==> config.mk <==
export PLATFORM = sky130hd
export DESIGN_NAME = m_store_buffer
export DESIGN_NICKNAME = d
export VERILOG_FILES = /design/src/rtl/m_store_buffer_pkg.sv /design/src/rtl/m_store_lane_fmt.sv /design/src/rtl/m_store_buffer.sv
export SDC_FILE = /design/constraint.sdc
export NUM_CORES = 1
export LEC_CHECK = 0
export ABC_AREA = 0
export CELL_PAD_IN_SITES_DETAIL_PLACEMENT = 1
export CELL_PAD_IN_SITES_GLOBAL_PLACEMENT = 1
export CORE_ASPECT_RATIO = 1.2
export CORE_MARGIN = 1
export CORE_UTILIZATION = 40
export DETAILED_ROUTE_END_ITERATION = 10
export PLACE_DENSITY = 0.72
export RECOVER_POWER = 25
export SLEW_MARGIN = 20
export SYNTH_ARGS = -nofsm -noshare
export SYNTH_HDL_FRONTEND = slang
export SYNTH_HIERARCHICAL = 1
export SYNTH_SLANG_ARGS = --single-unit
export TNS_END_PERCENT = 30
==> constraint.sdc <==
create_clock -name clk -period 5.3 [get_ports clk]
set_clock_uncertainty 0.2 [all_clocks]
set_input_delay 1.59 -clock clk [delete_from_list [all_inputs] [get_ports clk]]
set_output_delay 1.59 -clock clk [all_outputs]
set_load 0.005 [all_outputs]
==> src/rtl/m_store_buffer_pkg.sv <==
// Shared types for the M-stage store buffer.
// Covers store-type encodings, the queued entry layout and the byte-lane formatting helper.
package m_store_buffer_pkg;

  typedef enum logic [1:0] {
    ST_SW  = 2'b00,
    ST_SH  = 2'b01,
    ST_SB  = 2'b10,
    ST_RSV = 2'b11
  } st_type_e;

  // The entry holds a word address, so the byte offset does not need to be stored.
  typedef struct packed {
    logic [29:0] addr;
    logic [3:0]  be;
    logic [31:0] wd;
    logic [31:0] pc;
  } sb_entry_t;

  typedef struct packed {
    logic        aligned;
    logic [3:0]  be;
    logic [31:0] wd;
  } lane_t;

  function automatic lane_t lane_fmt(input logic [1:0]  st_type,
                                     input logic [1:0]  addr_lo,
                                     input logic [31:0] data);
    lane_t l;
    l = '0;
    case (st_type)
      ST_SW: begin
        l.aligned = (addr_lo == 2'b00);
        l.be      = 4'b1111;
        l.wd      = data;
      end
      ST_SH: begin
        l.aligned = !addr_lo[0];
        l.be      = addr_lo[1] ? 4'b1100 : 4'b0011;
        l.wd      = {2{data[15:0]}};
      end
      ST_SB: begin
        l.aligned = 1'b1;
        l.be      = 4'b0001 << addr_lo;
        l.wd      = {4{data[7:0]}};
      end
      default: l = '0;
    endcase
    return l;
  endfunction

endpackage

==> src/rtl/m_store_lane_fmt.sv <==
// Combinational store aligner that produces the byte enables, lane-replicated data and an aligned flag.
// It has zero latency and no flow control.
module m_store_lane_fmt
  import m_store_buffer_pkg::*;
(
  input  logic [1:0]  st_type_i,
  input  logic [1:0]  st_addr_lo_i,
  input  logic [31:0] st_data_i,
  output logic [3:0]  be_o,
  output logic [31:0] wd_o,
  output logic        aligned_o
);

  lane_t lane;

  assign lane      = lane_fmt(st_type_i, st_addr_lo_i, st_data_i);
  assign be_o      = lane.be;
  assign wd_o      = lane.wd;
  assign aligned_o = lane.aligned;

endmodule

==> src/rtl/m_store_buffer.sv <==
// FIFO store buffer that sits in front of the word-addressed DM. A store drains one cycle after it is accepted at the earliest.
// st_ready = !full, with no full-pop bypass. Pending words are reported to the hazard unit through ld_hit.
module m_store_buffer
  import m_store_buffer_pkg::*;
#(
  parameter int DEPTH = 4,
  parameter int CNT_W = $clog2(DEPTH) + 1
) (
  input  logic             clk,
  input  logic             reset,
  input  logic             st_valid,
  input  logic [1:0]       st_type,
  input  logic [31:0]      st_addr,
  input  logic [31:0]      st_data,
  input  logic [31:0]      st_pc,
  output logic             st_ready,
  output logic             misalign_err,
  input  logic             ld_valid,
  input  logic [31:0]      ld_addr,
  output logic             ld_hit,
  input  logic             drain_en,
  output logic             dm_we,
  output logic [31:0]      dm_addr,
  output logic [3:0]       dm_be,
  output logic [31:0]      dm_wd,
  output logic [31:0]      dm_pc,
  output logic [CNT_W-1:0] count
);

  localparam int PTR_W = $clog2(DEPTH);

  sb_entry_t        ent_q [DEPTH];
  logic [DEPTH-1:0] vld_q, vld_d;
  logic [PTR_W-1:0] head_q, head_d, tail_q, tail_d;
  logic [CNT_W-1:0] cnt_q, cnt_d;
  logic             mis_q, mis_d;

  logic [3:0]  fmt_be;
  logic [31:0] fmt_wd;
  logic        fmt_aligned;
  logic        req, enq, pop, empty;
  sb_entry_t   head_ent;
  logic [1:0]  ld_addr_unused;

  m_store_lane_fmt u_fmt (
    .st_type_i    (st_type),
    .st_addr_lo_i (st_addr[1:0]),
    .st_data_i    (st_data),
    .be_o         (fmt_be),
    .wd_o         (fmt_wd),
    .aligned_o    (fmt_aligned)
  );

  assign empty    = (cnt_q == '0);
  assign st_ready = (cnt_q != CNT_W'(DEPTH));
  assign req      = st_valid && (st_type != ST_RSV) && st_ready;
  assign enq      = req && fmt_aligned;
  assign pop      = !empty && drain_en;

  always_comb begin
    head_d = head_q;
    tail_d = tail_q;
    vld_d  = vld_q;
    cnt_d  = cnt_q;
    mis_d  = req && !fmt_aligned;
    if (enq) begin
      tail_d        = tail_q + 1'b1;
      vld_d[tail_q] = 1'b1;
    end
    if (pop) begin
      head_d        = head_q + 1'b1;
      vld_d[head_q] = 1'b0;
    end
    case ({enq, pop})
      2'b10:   cnt_d = cnt_q + 1'b1;
      2'b01:   cnt_d = cnt_q - 1'b1;
      default: cnt_d = cnt_q;
    endcase
  end

  always_ff @(posedge clk) begin
    if (reset) begin
      head_q <= '0;
      tail_q <= '0;
      cnt_q  <= '0;
      vld_q  <= '0;
      mis_q  <= 1'b0;
    end else begin
      head_q <= head_d;
      tail_q <= tail_d;
      cnt_q  <= cnt_d;
      vld_q  <= vld_d;
      mis_q  <= mis_d;
    end
  end

  // The payload needs no reset because the valid bits and the empty gate mask stale contents.
  always_ff @(posedge clk) begin
    if (enq) begin
      ent_q[tail_q] <= '{addr: st_addr[31:2], be: fmt_be, wd: fmt_wd, pc: st_pc};
    end
  end

  assign head_ent     = empty ? '0 : ent_q[head_q];
  assign dm_we        = pop;
  assign dm_addr      = {head_ent.addr, 2'b00};
  assign dm_be        = head_ent.be;
  assign dm_wd        = head_ent.wd;
  assign dm_pc        = head_ent.pc;
  assign count        = cnt_q;
  assign misalign_err = mis_q;

  // The match is on the word address only. A popping head still counts as a hit.
  always_comb begin
    ld_hit = 1'b0;
    for (int i = 0; i < DEPTH; i++) begin
      if (ld_valid && vld_q[i] && (ent_q[i].addr == ld_addr[31:2])) begin
        ld_hit = 1'b1;
      end
    end
  end

  assign ld_addr_unused = ld_addr[1:0];

endmodule

==> results of run 1 <==
[layout make-up]
cell class	instances	area, µm²	share of cell area, %
tap	552	690.7	3.092
clock inverter	26	262.8	1.176
inverter	18	67.56	0.3025
antenna	4	10.01	0.04481
multi-input combinational	479	5092	22.80
clock buffer	50	1102	4.935
sequential	406	12060	53.99
timing repair buffer	309	3052	13.66
[worst paths after layout]
kind / start / to / slack [ns]
worst max-delay path: ld_addr[11] / ld_hit / 0.14
worst min-delay path: vld_q[2]$_SDFF_PP0_ / vld_q[2]$_SDFF_PP0_ / 0.29
worst max register to register: count[2]$_SDFFE_PP0P_ / count[2]$_SDFFE_PP0P_ / 2.41
worst min register to register: vld_q[2]$_SDFF_PP0_ / vld_q[2]$_SDFF_PP0_ / 0.29
[kinds of logic after synthesis]
| family | Yosys count |
|---|---|
| buf+inv | 78 |
| flops | 406 |
| xor+xnor | 124 |
| compound gates | 42 |
| simple gates | 185 |
| other cells | 1 |
| mux | 116 |
| fa+ha+maj | 10 |
[placed cells by master (no fill, tap or decap), types with 9 or more instances in the layout]
master / n
buf_12: 11
buf_4: 61
clkbuf_16: 43
clkdlybuf4s50_1: 168
clkinv_1: 12
dfxtp_1: 12
dlygate4sd3_1: 57
edfxtp_1: 392
ha_1: 9
inv_1: 18
mux2i_1: 18
mux4_2: 98
nand2_1: 10
nand4_1: 21
nor2_1: 11
nor2b_1: 102
nor4_1: 11
o21ai_1: 25
xnor2_1: 75
xor2_1: 41
[routing by layer]
metal  vias up  GRT usage (%)
li1       4309              -
met1      4881          25.62
met2       286          34.53
met3        69          3.375
met4         2          5.955
met5         -              0
[registers in the layout (all words and copies together) (netlist names), named ones only]
register and count:
ent_q 392, vld_q 4, count 3, head_q 2, tail_q 2, misalign_err 1
[worst max-delay path, cell delays in order]
cell and delay [ns]:
clkdlybuf4s50_1 0.48, buf_4 0.18, xor2_1 0.17, nor4_1 0.35, buf_4 0.18, nand4_1 0.07, nand4_1 0.14, clkdlybuf4s15_1 0.22
[timing repair]
action | CTS | global route
gates cloned | 0 | 0
gates resized for setup | 19 | 9
setup endpoints to repair | 1 | 1
hold buffers | 0 | 0
setup buffers | 0 | 0
pin swaps | 8 | 4
[power groups by stage]
stage / clock, W / combinational (W) / sequential (W)
2_1_floorplan: 0 / 0.00135 / 0.00376
3_3_place_gp: 0 / 0.00253 / 0.00385
3_5_place_dp: 0 / 0.00254 / 0.00385
4_1_cts: 0.00301 / 0.00256 / 0.00379
5_1_grt: 0.00311 / 0.00268 / 0.00380
6_report: 0.00293 / 0.00249 / 0.00378
[per-stage QoR]
stage / utilization [%] / TNS, ns / instances / instance area, µm² / total power (W)
floorplan: - / 0 / 963 / 17390 / 0.005109
global placement: 48.73 / -0.3821 / 1764 / 20850 / 0.006373
detailed placement: 48.73 / -0.3851 / 1764 / 20850 / 0.006396
CTS: 52.09 / 0 / 1840 / 22290 / 0.009355
global route: 52.20 / 0 / 1843 / 22330 / 0.009593
finish: 52.20 / 0 / 1844 / 22340 / 0.009193
==> flow_metrics.env, run 1 <==
export IMPL_status="finished, final reports clean"
export IMPL_synth_compound_area_share_pct=1.389
export IMPL_io_pins=242
export IMPL_yosys_cell_count_top_type="edfxtp_1"
export IMPL_worstSetupPathType="in -> out"
export IMPL_synthTopCellsByCount="edfxtp_1 (392), nor2b_1 (102), mux4_2 (98), xnor2_1 (82), xor2_1 (42)"
export IMPL_grt_pass1_vias=10470
export IMPL_num_vias=9547
export IMPL_crit_required_ns=3.51
export IMPL_fmax_mhz=193.8
export IMPL_ys_seq_area_share_pct=69.30
export IMPL_synth_async_reset_ratio_pct=0
export IMPL_p_per_area_mw_per_mm2=411.6
export IMPL_ys_top_cells_by_area="edfxtp_1 (68%), mux4_2 (13%), xnor2_1 (4.1%)"
export IMPL_portBuffers=237
export IMPL_ys_seq_elements=406
export IMPL_ant_nets=0
export IMPL_core_mm2=0.04279
export IMPL_htree_levels=2
export IMPL_worst_slew_pin_slew_ns=0.6997
export IMPL_final_nets=1402
export IMPL_gp_congestion=0.8331
export IMPL_leakage_nw=7.226
export IMPL_period_minus_slack_ns=5.161
export IMPL_cp_max_fo=3
export IMPL_syn_area_per_cell_um2=18.08
export IMPL_setup_viol=0
export IMPL_die_y_um=230.4
export IMPL_clock_sinks=406
export IMPL_clk_latency_ns=0.55
export IMPL_drt_met1_wl_um=17320
export IMPL_startpoint_type="primary input"
export IMPL_peakVddDrop_mv=0.3010
export IMPL_switchingPower_w=0.002400
export IMPL_die_area_mm2=0.04431
export IMPL_setup_ws_ns=0.1391
export IMPL_power_clock_fraction_pct=31.8
export IMPL_numCtsBuffers=43
export IMPL_maxSlewViolCount=0
export IMPL_cts_buffer_depth=3
export IMPL_drt_iter0_drc=491
export IMPL_worstRegToRegCells=10
export IMPL_drive_gt1_share_pct=19.41
export IMPL_root_buffer="clkbuf_16"
export IMPL_switching_share_pct=26.10
export IMPL_muxShareOfSynthArea_pct=13.73
export IMPL_endpoint_kind="output port"
export IMPL_die_w_um=192.3
export IMPL_yosysUniqueCellTypes=35
export IMPL_synth_edf_count=392
export IMPL_wirelength_um=43400
export IMPL_dr_wl_met3_um=2567
export IMPL_start_util_pct=40.64
export IMPL_crit_arrival_ns=3.37
export IMPL_synth_area_mm2=0.01739
export IMPL_met2_length_um=22410
export IMPL_place_ws_ns=-0.3851
export IMPL_synth_top_area_share_pct=67.69
export IMPL_synthXorXnorAreaFrac_pct=6.246
export IMPL_synthSimpleGateAreaFrac_pct=6.375
export IMPL_top_layer_used="met5"
export IMPL_synthAdderAreaFrac_pct=0.7627
export IMPL_yosysWarnings=6
export IMPL_cts_tree="yes"
export IMPL_hold_path_class="reg -> reg"
export IMPL_hold_viol=0
export IMPL_viasPerCell=5.177
export IMPL_pwr_share_seq_pct=41.1
export IMPL_grt_overflow=0
export IMPL_cellInternalPower_w=0.006793
export IMPL_synth_ff_type="edfxtp_1"
export IMPL_hpwlAfterDp_um=28780
export IMPL_drt_pass1_iterations=5
export IMPL_slew_headroom_pct=53.36
export IMPL_rows=83
export IMPL_wl_per_cell_um=23.54
export IMPL_path_clk_slew_ns=0.05
export IMPL_syn_to_final_growth_pct=28.45
export IMPL_holdPathStages=1
export IMPL_synthesis_instances=962
export IMPL_drc_errors=0
export IMPL_rsz0062_at_grt="false"
export IMPL_fillCellCount=4003
export IMPL_track_usage_pct=19.98
export IMPL_synth_top_family_by_area="multiplexers"
export IMPL_grt_max_degree=66
export IMPL_grt_pass1_wl_um=64780
export IMPL_antenna_found_initial=5
export IMPL_combPwrFrac_pct=27.1
export IMPL_finalCritPeriodShare_pct=97.38
export IMPL_hold_ws_ns=0.2894
export IMPL_drv_cap=0
export IMPL_yosys_area_top_type="edfxtp_1"
Note: power is estimated with default switching activity, not from simulation.
==> run 2: changes to the inputs <==
- MAX_ROUTING_LAYER: unset -> met4
==> run 2 against run 1 <==
  * Sequential power barely moved
  * Register-to-register slack barely moved
  * Largest power group unchanged
  * Global-route usage rose by 0.62 points
  * Combinational power barely moved
  * Flip-flop and latch count did not move
==> flow_metrics.env, run 2 (synthesis gave the netlist of run 1 again) <==
export IMPL_reg2reg_setup_slack_ns=2.40
export IMPL_setup_viol=0
export IMPL_fillCellCount=4004
export IMPL_cts_buffer_depth=3
export IMPL_top_register="ent_q"
export IMPL_dp_cells=1764
export IMPL_num_vias=9558
export IMPL_cp_max_fo=4
export IMPL_cp_common_cell="nand4_1"
export IMPL_layout_common_cells="edfxtp_1 (392), clkdlybuf4s50_1 (168), nor2b_1 (102), mux4_2 (98), xnor2_1 (75)"
export IMPL_path_buf_inv=3
export IMPL_die_y_um=230.4
export IMPL_numCtsBuffers=43
export IMPL_tns_ns=0
export IMPL_portBuffers=237
export IMPL_power_clock_fraction_pct=31.8
export IMPL_slew_headroom_pct=53.46
export IMPL_layout_cells_non_filler=1844
export IMPL_start_util_pct=40.64
export IMPL_wirelength_um=43400
export IMPL_period_minus_slack_ns=5.182
export IMPL_critPathMaxStageDelay_ns=0.58
export IMPL_cellInternalPower_w=0.006793
export IMPL_worstSetupPathType="in -> out"
export IMPL_hpwlAfterDp_um=28780
export IMPL_grt_pass1_vias=10470
export IMPL_gp_congestion=0.8458
export IMPL_drt_iter0_drc=581
export IMPL_maxSlewViolCount=0
export IMPL_wl_per_cell_um=23.54
export IMPL_pwr_share_seq_pct=41.1
export IMPL_ant_nets=0
export IMPL_endpoint_kind="output port"
export IMPL_antenna_found_initial=4
export IMPL_die_area_mm2=0.04431
export IMPL_cts_tree="yes"
export IMPL_core_mm2=0.04279
export IMPL_startpoint_type="primary input"
export IMPL_fmax_mhz=193.0
export IMPL_leakage_nw=7.226
export IMPL_hold_viol=0
export IMPL_drv_cap=0
export IMPL_htree_levels=2
export IMPL_grt_max_degree=66
export IMPL_largest_register_ff_count=392
export IMPL_status="finished, final reports clean"
export IMPL_switchingPower_w=0.002401
export IMPL_track_usage_pct=20.60
export IMPL_die_w_um=192.3
export IMPL_clk_latency_ns=0.55
export IMPL_drive_gt1_share_pct=19.41
export IMPL_drt_pass1_iterations=4
export IMPL_post_cts_buffers=0
export IMPL_switching_share_pct=26.11
export IMPL_rsz0062_at_grt="false"
export IMPL_mostFrequentLayoutCell="edfxtp_1"
export IMPL_worstPathCellList="clkdlybuf4s50_1 -> xnor2_1 -> nand4_1 -> nor4_1 -> buf_4 -> nand4_1 -> nand4_1 -> clkdlybuf4s15_1"
export IMPL_rows=83
export IMPL_grt_pass1_wl_um=64780
export IMPL_viasPerCell=5.183
export IMPL_path_clk_slew_ns=0.05
export IMPL_final_nets=1402
export IMPL_hold_path_class="reg -> reg"
export IMPL_worst_slew_pin_slew_ns=0.6982
export IMPL_syn_to_final_growth_pct=28.45
export IMPL_p_per_area_mw_per_mm2=411.6
export IMPL_critPathSlowestCell="clkdlybuf4s50_1"
export IMPL_clock_sinks=406
export IMPL_grt_overflow=0
export IMPL_cpLargestDelayFamily="buffers and inverters"
export IMPL_finalCritPeriodShare_pct=97.77
export IMPL_crit_arrival_ns=3.39
export IMPL_drc_errors=0
export IMPL_crit_required_ns=3.51
export IMPL_io_pins=242
export IMPL_root_buffer="clkbuf_16"
export IMPL_peakVddDrop_mv=0.2977
export IMPL_combPwrFrac_pct=27.1
run 2: layer usage:
layer / wire [µm] / up-vias / part of all wire (%) / GRT usage (%)
met1: 17660 / 4878 / 41 / 25.99
met2: 22260 / 303 / 51 / 34.40
met3: 2408 / 66 / 5.5 / 3.071
met4: 1078 / 0 / 2.5 / 5.955
li1: - / 4311 / - / -
met5: 0 / - / 0 / -
run 2: metrics by stage:
| stage | hold WS [ns] | util, % | instance area, µm² | setup slack, ns | total power (W) |
|---|---|---|---|---|---|
| 6_report | 0.2874 | 52.20 | 22340 | 0.1180 | 0.009195 |
| 5_1_grt | 0.3000 | 52.20 | 22330 | 0.008459 | 0.009592 |
| 4_1_cts | 0.2928 | 52.09 | 22290 | 0.01055 | 0.009355 |
| 3_5_place_dp | 0.2735 | 48.73 | 20850 | -0.3851 | 0.006396 |
| 3_3_place_gp | 0.2626 | 48.73 | 20850 | -0.3821 | 0.006373 |
| 2_1_floorplan | 0.2403 | - | 17390 | 0.2460 | 0.005109 |
run 2: area by class of cell:
| cell class | instances | area (µm²) | area share (%) |
|---|---|---|---|
| Clock inverter | 26 | 262.8 | 1.176 |
| Tap cell | 552 | 690.7 | 3.092 |
| Antenna cell | 4 | 10.01 | 0.04481 |
| Sequential cell | 406 | 12060 | 53.99 |
| Clock buffer | 50 | 1102 | 4.935 |
| Inverter | 18 | 67.56 | 0.3025 |
| Timing Repair Buffer | 309 | 3052 | 13.66 |
| Multi-Input combinational cell | 479 | 5092 | 22.80 |
run 2: power groups by stage:
stage | combinational (W) | sequential (W) | clock [W]
6_report | 0.00249 | 0.00378 | 0.00292
4_1_cts | 0.00256 | 0.00379 | 0.00301
3_3_place_gp | 0.00253 | 0.00385 | 0
5_1_grt | 0.00268 | 0.00380 | 0.00311
2_1_floorplan | 0.00135 | 0.00376 | 0
3_5_place_dp | 0.00254 | 0.00385 | 0
run 2: path summary, 6_finish.rpt:
| path | from | endpoint | cells after the start |
|---|---|---|---|
| worst max-delay path | ld_addr[25] | ld_hit | 8 |
| worst min-delay path | vld_q[2]$_SDFF_PP0_ | vld_q[2]$_SDFF_PP0_ | 1 |
| worst max register to register | count[2]$_SDFFE_PP0P_ | count[2]$_SDFFE_PP0P_ | 10 |
| worst min register to register | vld_q[2]$_SDFF_PP0_ | vld_q[2]$_SDFF_PP0_ | 1 |
run 2: what timing repair did:
item                       4_1_cts  5_1_grt
hold buffers                     0        0
setup endpoints to repair        1        1
pin swaps                        8        4
gates resized for setup         19        9
hold endpoints to repair         0        0
